`config.mk`:
```
export PLATFORM = sky130hd
export DESIGN_NAME = mem_bus_master
export DESIGN_NICKNAME = d
export VERILOG_FILES = /design/src/rtl/mem_bus_pkg.sv /design/src/rtl/mem_nxm_timer.sv /design/src/rtl/mem_bus_master.sv
export SDC_FILE = /design/constraint.sdc
export NUM_CORES = 1
export LEC_CHECK = 0
export ABC_CLOCK_PERIOD_IN_PS = 2400
export CORE_ASPECT_RATIO = 1.25
export CORE_MARGIN = 1
export CORE_UTILIZATION = 41
export CTS_BUF_LIST = sky130_fd_sc_hd__clkbuf_4 sky130_fd_sc_hd__clkbuf_8 sky130_fd_sc_hd__clkbuf_16
export CTS_CLUSTER_DIAMETER = 50
export CTS_CLUSTER_SIZE = 30
export DETAILED_ROUTE_END_ITERATION = 12
export PLACE_DENSITY = 0.79
export SYNTH_ARGS = -nofsm -noshare
export SYNTH_HDL_FRONTEND = slang
export SYNTH_SLANG_ARGS = --single-unit
```
`constraint.sdc`:
```
create_clock -name clk -period 2.4 [get_ports clk]
set_clock_uncertainty 0.2 [all_clocks]
set_input_delay 0.48 -clock clk [delete_from_list [all_inputs] [get_ports clk]]
set_output_delay 0.48 -clock clk [all_outputs]
set_load 0.03 [all_outputs]
```
`src/rtl/mem_bus_pkg.sv`:
```
// Shared definitions for the KS-10 memory/IO bus initiator: flag bit
// positions inside the bus address word, address field bounds, FSM states
// and a helper that assembles the address word.
package mem_bus_pkg;

   localparam int FLAG_READ  = 3;
   localparam int FLAG_RPW   = 4;
   localparam int FLAG_WRITE = 5;
   localparam int FLAG_IO    = 10;

   localparam int ADDR_LO    = 14;
   localparam int ADDR_HI    = 35;

   localparam int TIMER_W    = 8;

   typedef enum logic [2:0] {
      IDLE     = 3'd0,
      REQ      = 3'd1,
      RDWAIT   = 3'd2,
      RPW_HOLD = 3'd3,
      DONE     = 3'd4
   } bus_state_t;

   // Builds the 36-bit bus address word: flags in [0:13], address in [14:35].
   function automatic logic [0:35] build_addr_word(
      input logic        rd,
      input logic        rpw,
      input logic        wr,
      input logic        io,
      input logic [14:35] addr
   );
      logic [0:35] word;
      word                   = 36'd0;
      word[FLAG_READ]        = rd;
      word[FLAG_RPW]         = rpw;
      word[FLAG_WRITE]       = wr;
      word[FLAG_IO]          = io;
      word[ADDR_LO:ADDR_HI]  = addr;
      return word;
   endfunction

endpackage

```
`src/rtl/mem_nxm_timer.sv`:
```
// Loadable saturating up-counter with clear and enable. tc is high during
// the LIMIT-th consecutive enabled cycle after a clear, i.e. the cycle in
// which the bound expires.
module mem_nxm_timer
   import mem_bus_pkg::*;
#(
   parameter int unsigned LIMIT = 15
)
(
   input  logic               clk,
   input  logic               rst,
   input  logic               clr,
   input  logic               load,
   input  logic [TIMER_W-1:0] load_val,
   input  logic               en,
   output logic               tc
);

   localparam logic [TIMER_W-1:0] LIM = TIMER_W'(LIMIT);

   logic [TIMER_W-1:0] count;

   // Counter: clear has priority over load, load over increment; holds at LIM.
   always_ff @(posedge clk) begin
      if (rst) begin
         count <= {TIMER_W{1'b0}};
      end else if (clr) begin
         count <= {TIMER_W{1'b0}};
      end else if (load) begin
         count <= load_val;
      end else if (en && (count != LIM)) begin
         count <= count + TIMER_W'(1);
      end else begin
         count <= count;
      end
   end

   assign tc = (count >= (LIM - TIMER_W'(1)));

endmodule

```
`src/rtl/mem_bus_master.sv`:
```
// CPU-side initiator for the KS-10 memory/IO bus. Issues single read, write
// and read-pause-write cycles, waits for the responder acknowledge and
// reports non-existent memory when the acknowledge never arrives.
module mem_bus_master
   import mem_bus_pkg::*;
#(
   parameter int unsigned TIMEOUT = 15,
   parameter int unsigned RPWHOLD = 255
)
(
   input  logic         clk,
   input  logic         rst,
   input  logic         cpuREQ,
   input  logic         cpuREAD,
   input  logic         cpuWRITE,
   input  logic         cpuIO,
   input  logic [14:35] cpuADDR,
   input  logic [0:35]  cpuWDATA,
   output logic [0:35]  cpuRDATA,
   output logic         cpuBUSY,
   output logic         cpuDONE,
   output logic         cpuNXM,
   output logic         busREQO,
   input  logic         busACKI,
   output logic [0:35]  busADDRO,
   output logic [0:35]  busDATAO,
   input  logic [0:35]  busDATAI
);

   bus_state_t state;
   bus_state_t next_state;

   logic         rd_flag;
   logic         rpw_flag;
   logic         wr_flag;
   logic         io_flag;
   logic [14:35] addr_latch;
   logic [0:35]  wdata_latch;
   logic [0:35]  rdata;

   logic         bus_req;
   logic         busy;
   logic         done;
   logic         nxm;

   logic         accept;
   logic         write_phase;
   logic         done_event;
   logic         nxm_event;

   logic         tmo_tc;
   logic         hold_tc;

   mem_nxm_timer #(.LIMIT(TIMEOUT)) u_tmo_timer (
      .clk      (clk),
      .rst      (rst),
      .clr      (state != REQ),
      .load     (1'b0),
      .load_val ({TIMER_W{1'b0}}),
      .en       (state == REQ),
      .tc       (tmo_tc)
   );

   mem_nxm_timer #(.LIMIT(RPWHOLD)) u_hold_timer (
      .clk      (clk),
      .rst      (rst),
      .clr      (state != RPW_HOLD),
      .load     (1'b0),
      .load_val ({TIMER_W{1'b0}}),
      .en       (state == RPW_HOLD),
      .tc       (hold_tc)
   );

   // Next-state decode; an acknowledge wins over a simultaneous timeout.
   always_comb begin
      next_state  = state;
      accept      = 1'b0;
      write_phase = 1'b0;
      done_event  = 1'b0;
      nxm_event   = 1'b0;
      case (state)
         IDLE: begin
            if (cpuREQ && (cpuREAD || cpuWRITE)) begin
               next_state = REQ;
               accept     = 1'b1;
            end else begin
               next_state = IDLE;
            end
         end
         REQ: begin
            if (busACKI) begin
               if (rd_flag) begin
                  next_state = RDWAIT;
               end else begin
                  next_state = DONE;
                  done_event = 1'b1;
               end
            end else if (tmo_tc) begin
               next_state = IDLE;
               nxm_event  = 1'b1;
            end else begin
               next_state = REQ;
            end
         end
         RDWAIT: begin
            done_event = 1'b1;
            if (rpw_flag) begin
               next_state = RPW_HOLD;
            end else begin
               next_state = DONE;
            end
         end
         RPW_HOLD: begin
            if (cpuREQ && cpuWRITE) begin
               next_state  = REQ;
               write_phase = 1'b1;
            end else if (hold_tc) begin
               next_state = IDLE;
               nxm_event  = 1'b1;
            end else begin
               next_state = RPW_HOLD;
            end
         end
         DONE: begin
            next_state = IDLE;
         end
         default: begin
            next_state = IDLE;
         end
      endcase
   end

   // State register.
   always_ff @(posedge clk) begin
      if (rst) begin
         state <= IDLE;
      end else begin
         state <= next_state;
      end
   end

   // Request capture; the RPW write phase swaps the read flag for the write flag.
   always_ff @(posedge clk) begin
      if (rst) begin
         rd_flag     <= 1'b0;
         rpw_flag    <= 1'b0;
         wr_flag     <= 1'b0;
         io_flag     <= 1'b0;
         addr_latch  <= 22'd0;
         wdata_latch <= 36'd0;
      end else if (accept) begin
         rd_flag     <= cpuREAD;
         rpw_flag    <= cpuREAD & cpuWRITE;
         wr_flag     <= cpuWRITE & ~cpuREAD;
         io_flag     <= cpuIO;
         addr_latch  <= cpuADDR;
         wdata_latch <= cpuWDATA;
      end else if (write_phase) begin
         rd_flag     <= 1'b0;
         wr_flag     <= 1'b1;
         wdata_latch <= cpuWDATA;
      end else begin
         rd_flag     <= rd_flag;
         wr_flag     <= wr_flag;
         wdata_latch <= wdata_latch;
      end
   end

   // Read data register, loaded at the end of the read-latency cycle.
   always_ff @(posedge clk) begin
      if (rst) begin
         rdata <= 36'd0;
      end else if (state == RDWAIT) begin
         rdata <= busDATAI;
      end else begin
         rdata <= rdata;
      end
   end

   // Registered handshake outputs, decoded from the upcoming state.
   always_ff @(posedge clk) begin
      if (rst) begin
         bus_req <= 1'b0;
         busy    <= 1'b0;
         done    <= 1'b0;
         nxm     <= 1'b0;
      end else begin
         bus_req <= (next_state == REQ);
         busy    <= (next_state != IDLE);
         done    <= done_event;
         nxm     <= nxm_event;
      end
   end

   assign busREQO  = bus_req;
   assign busADDRO = build_addr_word(rd_flag, rpw_flag, wr_flag, io_flag, addr_latch);
   assign busDATAO = wdata_latch;
   assign cpuRDATA = rdata;
   assign cpuBUSY  = busy;
   assign cpuDONE  = done;
   assign cpuNXM   = nxm;

endmodule

```
==> results.md <==
* Rel. slew slack at 0.640
* Crit-path cells: clkdlybuf4s50_1
* Antenna cells at 0
* Logic gate share of total power at 0.133
* Die Span X at slightly below 100 um
* Final HPWL DP at 8880 um
* Reg power frac at 0.391
* Post-DRT Antenna Nets at 0
* Final slew viol count at 0
* CP Data Required Time at about 1.7 ns
* Fin. Hold Viols at 0
* CP top delay family: buffers and inverters
* CP endpoint: busADDRO[4]
* Crit-path max FO at 5
* Vias per Instance at between 4 and 5
* Number of flops mapped to enable cells by yosys at 0
* Via count at about 4500
* Max cap viols at 0
* P_sw at about 1.2 mW
* Clock Sinks at about 120
* Switch share at 0.225
* I/O pin count at between 200 and 250
* PortBufs at 202
* Crit path buf inv count at 1
* Initial antenna violation count at 0
* Synth warnings at 0
* Worst slew pin tran at between 0.5 and 0.6 ns
* Worst VDD drop at 0.000480 V
* Core area at between 10000 and 15000 sq um
* Maximum clock insertion buffer count at 2
* CP peak stage delay at 0.72 ns
* Worst hold path class: in -> reg
* Number of setup buffers added after CTS at 0
* Tcrit/Tclk final at 0.920
* Die H at 121 um
* Layout area overhead at 58.3%
* Sequential area share after synthesis at 0.521
* Remaining DRCs at 0
* Resized Gates After CTS at 0
* Synth area leaders: dfxtp_1, nand2_1, a21oi_1
* Min Tclk post-route at 2.21 ns
* Fmax at 453 MHz
* Post-synth top area share at 0.521
* Syn avg cell area at a little over 8 sq um
* Final Power at about 5.5 mW
* # nets final at 876
* Drt wl/cell at between 10 and 15 um
* Synth Cell Area at roughly 4700 sq um
* DP Area at between 6000 and 7000 sq um
* Reg2reg path depth at 5
* Critical R2R Launch: state[0]$_SDFF_PP0_
* Root cell of the clock tree: clkbuf_16
* RR Endpoint: busDATAO[35]$_SDFFE_PP0P_
* Post-route setup TNS at 0 ns
* Die area at around 12000 sq um
* Initial Util at 0.420
* Critical Path AT at 1.53 ns
* TritonCTS clock tree: yes
* Crit. path cell count at 1
* Ys async rst share at 0
* First-pass GRT wire length at 19700 um
* #FFs+latches synth at 121
* Drt pass-1 iters at 4
* Critical Path End Type: primary output
* H-tree depth at 4
* Largest net degree at the start of global routing at 53
* Final Instance Area at 7360 sq um
* Clock latency on the worst-skew pair at 0.40 ns
* Routability congestion estimate at 0.760
* Power density over the cells at about 740 nW/um^2
* Clk pwr share at 0.476
* Ys flop type: dfxtp_1
* Status: finished, final reports clean
* Share of layout cells above drive strength 1 at 0.0651
* Gr usage total at 0.209
* CTS buffer count at 17
* Crit path from: rpw_flag$_SDFFE_PP0P_
* GR Overflow Total at 0
* Internal power at approximately 4.2 mW
* Static Leak at 2.67 nW
* Hold-fix buffer count after cts at 0
* Yosys cell types at 48
* First DRT Iteration DRCs at between 150 and 200
* Number of global-route vias before repair at approximately 4300
* Crit path kind: reg -> out
* Mapped Cells at approximately 570
* Clock Pin Slew Worst Setup and Hold Paths at approximately 0.050 ns
* Final Setup Violations at 0
* Slowest cell on crit path: clkdlybuf4s50_1
* Cell taking the most area after synthesis: dfxtp_1
* Fillers at approximately 920
* Crit start category: flop
* Reg2Reg Setup Slack at 0.45 ns
* RSZ-0062 raised after global routing: false
* Drt total wl at 12300 um
* Rows at 43
[power groups by stage]
stage,sequential (mW),clock (mW),combinational [mW]
after global placement,2.17,0,0.718
after detailed placement,2.17,0,0.728
final,2.13,2.60,0.727
after CTS,2.13,2.66,0.732
after global routing,2.14,2.76,0.775
after floorplan,2.30,0,0.246
[how the worst min path moves through the flow]
stage,depth (start not counted),from,slack [ns],endpoint
2_1_floorplan,2,io_flag$_SDFFE_PP0P_,0.24,io_flag$_SDFFE_PP0P_
3_3_place_gp,2,busDATAO[20]$_SDFFE_PP0P_,0.24,busDATAO[20]$_SDFFE_PP0P_
3_5_place_dp,2,busDATAO[29]$_SDFFE_PP0P_,0.24,busDATAO[29]$_SDFFE_PP0P_
4_1_cts,3,rst,0.23,cpuDONE$_SDFF_PP0_
5_1_grt,3,rst,0.26,cpuBUSY$_SDFF_PP0_
6_report,3,rst,0.24,cpuDONE$_SDFF_PP0_
[cell usage after synthesis, types with 2 or more instances]
| master | count |
|---|---|
| o21ai_0 | 3 |
| a21oi_1 | 102 |
| clkbuf_1 | 14 |
| xnor2_1 | 5 |
| buf_2 | 15 |
| and3_1 | 7 |
| a31oi_1 | 3 |
| nor4_1 | 2 |
| ha_1 | 4 |
| dfxtp_1 | 121 |
| buf_6 | 3 |
| a21boi_0 | 2 |
| and3b_1 | 2 |
| inv_1 | 5 |
| buf_4 | 14 |
| nand2_1 | 197 |
| nand3b_1 | 2 |
| nor2_1 | 26 |
| nor3_1 | 4 |
| nand2b_1 | 4 |
| and2_1 | 2 |
| xor2_1 | 3 |
| nand3_1 | 7 |
| a211oi_1 | 3 |
[flip-flops by register name (all words and copies together), names as in the netlist, 3 cells and up]
| signal | cells |
|---|---|
| u_hold_timer.count | 8 |
| cpuRDATA | 36 |
| busDATAO | 36 |
| addr_latch | 22 |
| u_tmo_timer.count | 8 |
| state | 3 |
[layer usage]
metal,up-vias,global-route usage,share of wire
met5,-,0,0
met4,0,0.0726,0.014
met3,16,0.0697,0.068
met2,169,0.377,0.53
met1,2054,0.230,0.39
li1,2272,-,-
[cells by family after synthesis]
kind of cell / Yosys count / synth area share
simple gates: 265 / 0.241
compound gates: 124 / 0.150
flops: 121 / 0.521
buf+inv: 51 / 0.0613
xor+xnor: 8 / 0.0151
fa+ha+maj: 4 / 0.0108
other cells: 1 / 0.000806
[metrics by stage]
step	cells	worst slack (ns)	hold slack (ns)	util
global placement	887	0.0491	0.237	0.608
global route	918	0.139	0.258	0.664
CTS	918	0.165	0.231	0.664
floorplan	583	0.575	0.237	-
finish	918	0.192	0.240	0.664
detailed placement	887	0.00588	0.244	0.608
[final cells by class]
class / instances / area [sq um] / share of cell area
Sequential cell: 121 / 2420 / 0.329
Timing Repair Buffer: 215 / 2150 / 0.293
Multi-Input combinational cell: 411 / 1980 / 0.269
Clock buffer: 22 / 469 / 0.0637
Tap cell: 135 / 169 / 0.0229
Clock inverter: 9 / 148 / 0.0201
Inverter: 5 / 18.8 / 0.00255
[cells in the final DEF, fill, tap and decap left out, types with 7 or more instances in the layout]
| cell type | count |
|---|---|
| and3_1 | 7 |
| buf_4 | 11 |
| nand3_1 | 7 |
| clkdlybuf4s50_1 | 201 |
| nor2_1 | 25 |
| dfxtp_1 | 121 |
| clkbuf_16 | 17 |
| a21oi_1 | 102 |
| nand2_1 | 197 |
| conb_1 | 10 |
Power figures use the tool's default switching activity.
